`src/rtl/rgb2gray_pkg.sv`:
```
// Shared types and constants for the RGB-to-luma frame loader.
// FSM states, pipeline depth and default frame/coefficient values.
package rgb2gray_pkg;

   typedef enum logic [1:0] {
      LOAD,
      DRAIN,
      HANDOFF,
      WAIT
   } state_t;

   localparam int PIPE_LAT   = 2;
   localparam int DEF_IMG_W  = 128;
   localparam int DEF_IMG_H  = 128;
   localparam int DEF_ADDR_W = 14;
   localparam int DEF_COEF_R = 77;
   localparam int DEF_COEF_G = 150;
   localparam int DEF_COEF_B = 29;

   function automatic int frame_pix(
      input int w,
      input int h
   );
      return w * h;
   endfunction

endpackage

```
`src/rtl/luma_mac.sv`:
```
// Two-stage weighted-sum pipeline: products, then sum and luma.
// GRAY_ROUND_EN selects round-to-nearest with saturation over truncation.
module luma_mac
   import rgb2gray_pkg::*;
#(
   parameter int ADDR_W = DEF_ADDR_W,
   parameter int COEF_R = DEF_COEF_R,
   parameter int COEF_G = DEF_COEF_G,
   parameter int COEF_B = DEF_COEF_B
) (
   input  logic              clk,
   input  logic              reset,
   input  logic              in_valid,
   input  logic [23:0]       in_rgb,
   input  logic [ADDR_W-1:0] in_addr,
   output logic              out_valid,
   output logic [ADDR_W-1:0] out_addr,
   output logic [7:0]        out_data,
   output logic              busy
);

   localparam logic [15:0] CR = 16'(COEF_R);
   localparam logic [15:0] CG = 16'(COEF_G);
   localparam logic [15:0] CB = 16'(COEF_B);

   logic              v1;
   logic [15:0]       pr;
   logic [15:0]       pg;
   logic [15:0]       pb;
   logic [ADDR_W-1:0] a1;
   logic [17:0]       sum;
   logic [7:0]        luma;

   always_ff @(posedge clk or posedge reset) begin
      if (reset) begin
         v1 <= 1'b0;
         pr <= '0;
         pg <= '0;
         pb <= '0;
         a1 <= '0;
      end else begin
         v1 <= in_valid;
         if (in_valid) begin
            pr <= {8'd0, in_rgb[23:16]} * CR;
            pg <= {8'd0, in_rgb[15:8]} * CG;
            pb <= {8'd0, in_rgb[7:0]} * CB;
            a1 <= in_addr;
         end
      end
   end

   assign sum = {2'b00, pr} + {2'b00, pg} + {2'b00, pb};

`ifdef GRAY_ROUND_EN
   logic [9:0] rnd_q;

   assign rnd_q = 10'((sum + 18'd128) >> 8);
   assign luma  = (|rnd_q[9:8]) ? 8'hFF : rnd_q[7:0];
`else
   assign luma = 8'(sum >> 8);
`endif

   always_ff @(posedge clk or posedge reset) begin
      if (reset) begin
         out_valid <= 1'b0;
         out_addr  <= '0;
         out_data  <= '0;
      end else begin
         out_valid <= v1;
         if (v1) begin
            out_addr <= a1;
            out_data <= luma;
         end
      end
   end

   assign busy = v1 | out_valid;

endmodule

```
`src/rtl/rgb2gray_loader.sv`:
```
// Frame loader: RGB stream in, luma writes out, median-filter handoff.
// Build option: GRAY_ROUND_EN (rounded, saturated luma in luma_mac).
module rgb2gray_loader
   import rgb2gray_pkg::*;
#(
   parameter int IMG_W  = DEF_IMG_W,
   parameter int IMG_H  = DEF_IMG_H,
   parameter int ADDR_W = DEF_ADDR_W,
   parameter int COEF_R = DEF_COEF_R,
   parameter int COEF_G = DEF_COEF_G,
   parameter int COEF_B = DEF_COEF_B
) (
   input  logic              clk,
   input  logic              reset,
   input  logic              s_valid,
   output logic              s_ready,
   input  logic [23:0]       s_rgb,
   input  logic              s_last,
   output logic              gray_wen,
   output logic [ADDR_W-1:0] gray_addr,
   output logic [7:0]        gray_wdata,
   output logic              mfe_ready,
   input  logic              mfe_busy,
   output logic              frame_done,
   output logic              frame_err
);

   localparam int CW = ADDR_W + 1;
   localparam int FRAME = frame_pix(IMG_W, IMG_H);
   localparam logic [CW-1:0] FULL = CW'(FRAME);
   localparam logic [CW-1:0] LAST_IDX = CW'(FRAME - 1);

   state_t        state;
   state_t        state_nx;
   logic [CW-1:0] cnt;
   logic          accept;
   logic          is_last;
   logic          pipe_busy;
   logic          done_nx;

   assign s_ready = !reset && (state == LOAD) && (cnt < FULL);
   assign accept  = s_valid && s_ready;
   assign is_last = (cnt == LAST_IDX);
   assign mfe_ready = (state == HANDOFF);

   always_comb begin
      state_nx = state;
      done_nx  = 1'b0;
      unique case (state)
         LOAD:    if (accept && is_last) state_nx = DRAIN;
         DRAIN:   if (!pipe_busy) state_nx = HANDOFF;
         HANDOFF: if (mfe_busy) state_nx = WAIT;
         WAIT: begin
            if (!mfe_busy) begin
               state_nx = LOAD;
               done_nx  = 1'b1;
            end
         end
         default: state_nx = LOAD;
      endcase
   end

   // s_last only flags a framing error; the counter alone ends the frame
   always_ff @(posedge clk or posedge reset) begin
      if (reset) begin
         state      <= LOAD;
         cnt        <= '0;
         frame_done <= 1'b0;
         frame_err  <= 1'b0;
      end else begin
         state      <= state_nx;
         frame_done <= done_nx;
         if (done_nx)
            cnt <= '0;
         else if (accept)
            cnt <= cnt + 1'b1;
         if (accept && (s_last != is_last))
            frame_err <= 1'b1;
      end
   end

   luma_mac #(
      .ADDR_W (ADDR_W),
      .COEF_R (COEF_R),
      .COEF_G (COEF_G),
      .COEF_B (COEF_B)
   ) u_mac (
      .clk       (clk),
      .reset     (reset),
      .in_valid  (accept),
      .in_rgb    (s_rgb),
      .in_addr   (cnt[ADDR_W-1:0]),
      .out_valid (gray_wen),
      .out_addr  (gray_addr),
      .out_data  (gray_wdata),
      .busy      (pipe_busy)
   );

endmodule

```
`config.mk`:
```
export PLATFORM = sky130hd
export DESIGN_NAME = rgb2gray_loader
export DESIGN_NICKNAME = d
export VERILOG_FILES = /design/src/rtl/rgb2gray_pkg.sv /design/src/rtl/luma_mac.sv /design/src/rtl/rgb2gray_loader.sv
export SDC_FILE = /design/constraint.sdc
export NUM_CORES = 1
export LEC_CHECK = 0
export CORE_MARGIN = 10
export CORE_UTILIZATION = 54
export DETAILED_ROUTE_END_ITERATION = 16
export PLACE_DENSITY = 0.84
export SLEW_MARGIN = 30
export SYNTH_ARGS = -nofsm -noshare
export SYNTH_HDL_FRONTEND = slang
export SYNTH_HIERARCHICAL = 1
export SYNTH_SLANG_ARGS = --single-unit
```
`constraint.sdc`:
```
create_clock -name clk -period 2.6 [get_ports clk]
set_clock_uncertainty 0.2 [all_clocks]
set_input_delay 0.52 -clock clk [delete_from_list [all_inputs] [get_ports clk]]
set_output_delay 0.52 -clock clk [all_outputs]
set_load 0.01 [all_outputs]
```
======== Word level (Yosys, flattened, before mapping) ========
Index checks and enable logic that the tools add are counted.
word-level totals
  register bits after elaboration ......... 100
  logic and storage cells ................. 47
operators by class
  add/sub/neg operators ................... 3
  multiply operators ...................... 3
  $lt $le $gt $ge ......................... 1
  equal/unequal tests ..................... 9
  muxes and demuxes ....................... 9
  bitwise gates (word level) .............. 1
  reductions and logical operators ........ 9
operators with widths
  cell                   count
  $mul 8x7->15 const B   2
  $mux 15                2
  $add 15x16->16         1
  $add 16x13->16         1
  $add 15x1->15 const B  1
  $eq 15x14->1 const B   1
  $lt 15x15->1 const B   1
  $mul 8x5->13 const B   1
  $mux 2                 4
  $pmux 2 s4             1
  $logic_and 1x1->1      5
  $eq 2x2->1 const B     2
  $ne 2x1->1 const B     2
  $ne 2x2->1 const B     2
  $reduce_and 4->1       1
  $eq 2x1->1 const B     1
  $logic_not 2->1        1
  $mux 1                 2
  $reduce_bool 2->1      1
  $logic_not 1->1        1
  $ne 1x1->1             1
  $or 1x1->1             1

======== Depth between registers and ports, before layout ========
  depth in word-level cells ............... 7
  mapped depth ............................ 14
  mapped depth without buffers ............ 14

======== By module ========
The synthesis kept the hierarchy.
modules (own cells, without submodules)
  module           instances  cells an instance  area each (µm²)
  luma_mac         1          609                6663.9
  rgb2gray_loader  1          110                1074.8

======== Least setup slack after synthesis ========
No wires, ideal clock.
  kind .................................... input-to-reg
  from .................................... input port s_rgb[12]
  to ...................................... register u_mac.pg[13]
  setup time .............................. 0.125 ns
  arrival time ............................ 3.297 ns
  data required time ...................... 2.275 ns
  path slack .............................. -1.022 ns
  cell stages on the path ................. 13
  cells stage by stage .................... ha_1 > ha_1 > inv_1 > fa_1 > fa_1 > inv_1 > ha_1 > o21ai_0 > inv_1 > a21oi_1 > o21ba_2 > xnor2_1 > mux2_2
on the way
  longest elaborated chain between the ends .. 1
RTL lines
  what                  line                   source
  from (decl)           rgb2gray_loader.sv:17  input logic [23:0] s_rgb,
  $mul 8x7->15          luma_mac.sv:45         pg <= {8'd0, in_rgb[15:8]} * CG;
  to (signal assigned)  luma_mac.sv:45
  to (decl)             luma_mac.sv:28         logic [15:0] pg;
Every way passes these cells.
A chain may end at the register's enable or synchronous reset.

======== Worst setup path after layout ========
  from .................................... input port s_rgb[12]
  to ...................................... register u_mac.pg[14]
The elaborated chain is that of the path after synthesis.

==> flow_summary.ini <==
[synthesis]
async_reset_ff_share_pct = 100
synth_area_leader_cell = dfrtp_1
netlist_area_sq_um = 7740
ys_types = 67
yosys-top-cells-area = dfrtp_1, ha_1, fa_1
synth_top_area_share_pct = 32.3
yosysWarnings = 6
synth-edff-count = 0
synth_ff_type = dfrtp_1
syn_nets = 905
ys_seq_elements = 100
ys_seq_area_share_pct = 32.3
syn_avg_cell_area_sq_um = 10.8
syn_inst = 719

[floorplan]
placementRows = 43
dieArea_sq_um = 19500
dieWidth_um = 140
die_h_um = 140
initial_utilization_pct = 55.5
io_pins = 56
fp.coreArea_sq_um = 13900

[layout]
drive_above_1_share_pct = 44.3
finalNetCount = 1086
synthToLayoutAreaGrowth_pct = 43.3
final_common_cell = buf_4
layout_common_cells = buf_4, dfrtp_1, ha_1
fin_area_sq_um = 11100
final_util_pct = 79.6

[hold_path]
hold_depth = 1
holdCritStartpoint = frame_err$_DFFE_PP0P_
hp-class = register to register

[clock_network]
clk_latency_ns = 0.36
cts_tree = built
cts_hold_buf = 0
cts_max_level = 3
cts.path.max_buffers = 2
cts.sinks = 100
path_clk_slew_ns = 0.07
root_buffer = clkbuf_16
cts_buffers = 9

[grt]
grt.overflow.total = 0
grt_pass1_vias = 7114
grt_first_pass_wirelength_um = 35800
antenna_found_initial = 1
grt_use_total_pct = 22.2
grt_max_degree = 82

[power_and_ir_drop]
power_mw = 13.4
switching_share_pct = 44.6
combPwrFrac_pct = 70.6
p_sw_mw = 5.98
power_frac_seq_pct = 18.9
powerDensity_nw_per_um2 = 1210
intPower_mw = 7.42
clockPowerShare_pct = 10.5
max-vdd-ir-drop_mv = 0.931
total_leakage_power_nw = 5.10

[route]
firstDrtPassIters = 6
drt_first_iter_violations = 453
ant_nets = 0
drc = 0
vias = 6697
routedWlPerCell_um = 23.2
finalWirelength_um = 25200
viasPerCell = 6.17

[sta]
rsz0062_at_grt = yes
post-route-min-period_ns = 3.43
setup_violations = 35
finalHoldViolCount = 0
relSlewSlack_pct = 49.5
tightest_slew_ns = 0.757
max_freq_mhz = 292
fin_crit_sh_pct = 132
setup_ws_ns = -0.827
slew_viol_final = 0

[placement]
hpwl_um = 14600
place_congestion = 0.905
io_buffers = 55
placed_area_sq_um = 9740
place_ws_ns = -1.51

[worst_setup_path]
critPathRequiredTime_ns = 2.63
end_kind = register
critPathKind = primary input to register
slowest_stage = fa_1
reg2reg_depth = 11
start_kind = primary input
cpMostUsedCell = ha_4
cp_cell_sequence = buf_8, ha_4, ha_4, inv_2, fa_1, fa_2, inv_2, ha_4, and3_4, and3_4, a211oi_4, a21oi_2, xnor2_1, a21oi_2
cp_max_fo = 5
r2r_start = u_mac/pr[3]$_DFFE_PP0P_
crit_path_start = s_rgb[12]
max_stage_delay_ns = 0.47
worstPathArrival_ns = 3.45

[outcome]
status = finished with violations
violations = setup timing

[run]
max_cap_violations = 0
## cells by family after synthesis
| family | synth area share [%] |
|---|---|
| buffers and inverters | 4.77 |
| adder cells (fa/ha/maj) | 29.1 |
| multiplexers | 9.25 |
| flip-flops | 32.3 |
| AND/OR/NAND/NOR | 9.04 |
| XOR/XNOR | 4.30 |
| AO/OA/AOI/OAI | 11.2 |
## sequential cells by signal, summed over array words and instances (netlist names)
signal           cells
u_mac/out_addr      14
cnt                 15
u_mac/out_data       8
u_mac/pg            15
u_mac/out_valid      1
u_mac/a1            14
u_mac/pr            15
u_mac/pb            13
frame_err            1
u_mac/v1             1
state                2
frame_done           1
## critical path, delay by kind of cell
kind	cells	cell delay, ns
compound gates	3	0.51
xor+xnor	1	0.27
fa+ha+maj	5	1.55
buf+inv	3	0.21
simple gates	2	0.38
## final timing paths
| check | to | slack, ns |
|---|---|---|
| setup / recovery | u_mac/pg[14]$_DFFE_PP0P_ | -0.83 |
| hold reg to reg | frame_err$_DFFE_PP0P_ | 0.29 |
| setup reg to reg | u_mac/out_data[3]$_DFFE_PP0P_ | -0.21 |
| min in group asynchronous | u_mac/a1[9]$_DFFE_PP0P_ | 0.50 |
| hold / removal | frame_err$_DFFE_PP0P_ | 0.29 |
| max in group asynchronous | cnt[5]$_DFFE_PP0P_ | 1.16 |
## power groups by stage
stage | clock (mW) | combinational (mW) | sequential (mW)
2_1_floorplan | 0 | 4.54 | 2.38
3_3_place_gp | 0 | 6.54 | 2.47
3_5_place_dp | 0 | 6.89 | 2.50
4_1_cts | 1.41 | 7.83 | 2.48
5_1_grt | 1.49 | 9.89 | 2.57
6_report | 1.40 | 9.46 | 2.54
## Yosys cell counts (2+ instances only)
cell / number
a2111o_1: 2
a211o_1: 3
a211oi_1: 3
a211oi_2: 3
a21boi_0: 2
a21o_1: 11
a21oi_1: 33
a21oi_2: 2
a31oi_1: 4
and2_1: 2
and3_1: 4
and4_1: 3
buf_1: 2
clkbuf_1: 13
dfrtp_1: 100
fa_1: 38
ha_1: 119
inv_1: 79
mux2_2: 60
mux2i_1: 4
nand2_1: 38
nand3_1: 10
nand4_1: 11
nand4b_1: 2
nor2_1: 31
nor2b_1: 4
nor3_1: 6
nor4_1: 5
o211ai_1: 5
o21a_1: 8
o21ai_0: 27
o21ai_1: 3
o21ba_2: 2
o21bai_1: 3
o311ai_0: 2
o31ai_1: 2
or2_2: 4
or3_1: 4
xnor2_1: 25
xor2_1: 13
## repair_timing
action / 4_1_cts / 5_1_grt
gates cloned: 0 / 0
pin swaps: 81 / 50
gates resized for setup: 214 / 78
endpoints found under the hold margin: 0 / 0
buffers inserted: 12 / 17
endpoints found under the setup margin: 39 / 35
## area by class of cell
cell class | instances | area (sq um)
repair buffers | 187 | 1680
well taps | 180 | 225
inverters | 79 | 318
clock buffers | 9 | 225
clock inverters | 7 | 81.3
multi-input cells | 523 | 6060
flip-flops and latches | 100 | 2500
fillers | 677 | 2840
diodes | 1 | 2.50
## per-stage QoR
step | instances | hold WS, ns | setup TNS (ns)
detailed placement | 1048 | 0.277 | -38.70
finish | 1086 | 0.292 | -16.40
global route | 1086 | 0.314 | -17.63
global placement | 1048 | 0.257 | -35.73
floorplan | 719 | 0.208 | -14.59
CTS | 1074 | 0.292 | -12.51
## per-layer routing
| metal | track usage [%] | routed length [um] | vias up |
|---|---|---|---|
| li1 | - | - | 2895 |
| met1 | 22.2 | 9400 | 3316 |
| met2 | 40.7 | 12700 | 358 |
| met3 | 5.07 | 1540 | 128 |
| met4 | 13.6 | 1580 | 0 |
| met5 | 0 | 0 | - |
(Power assumes the default switching activity.)
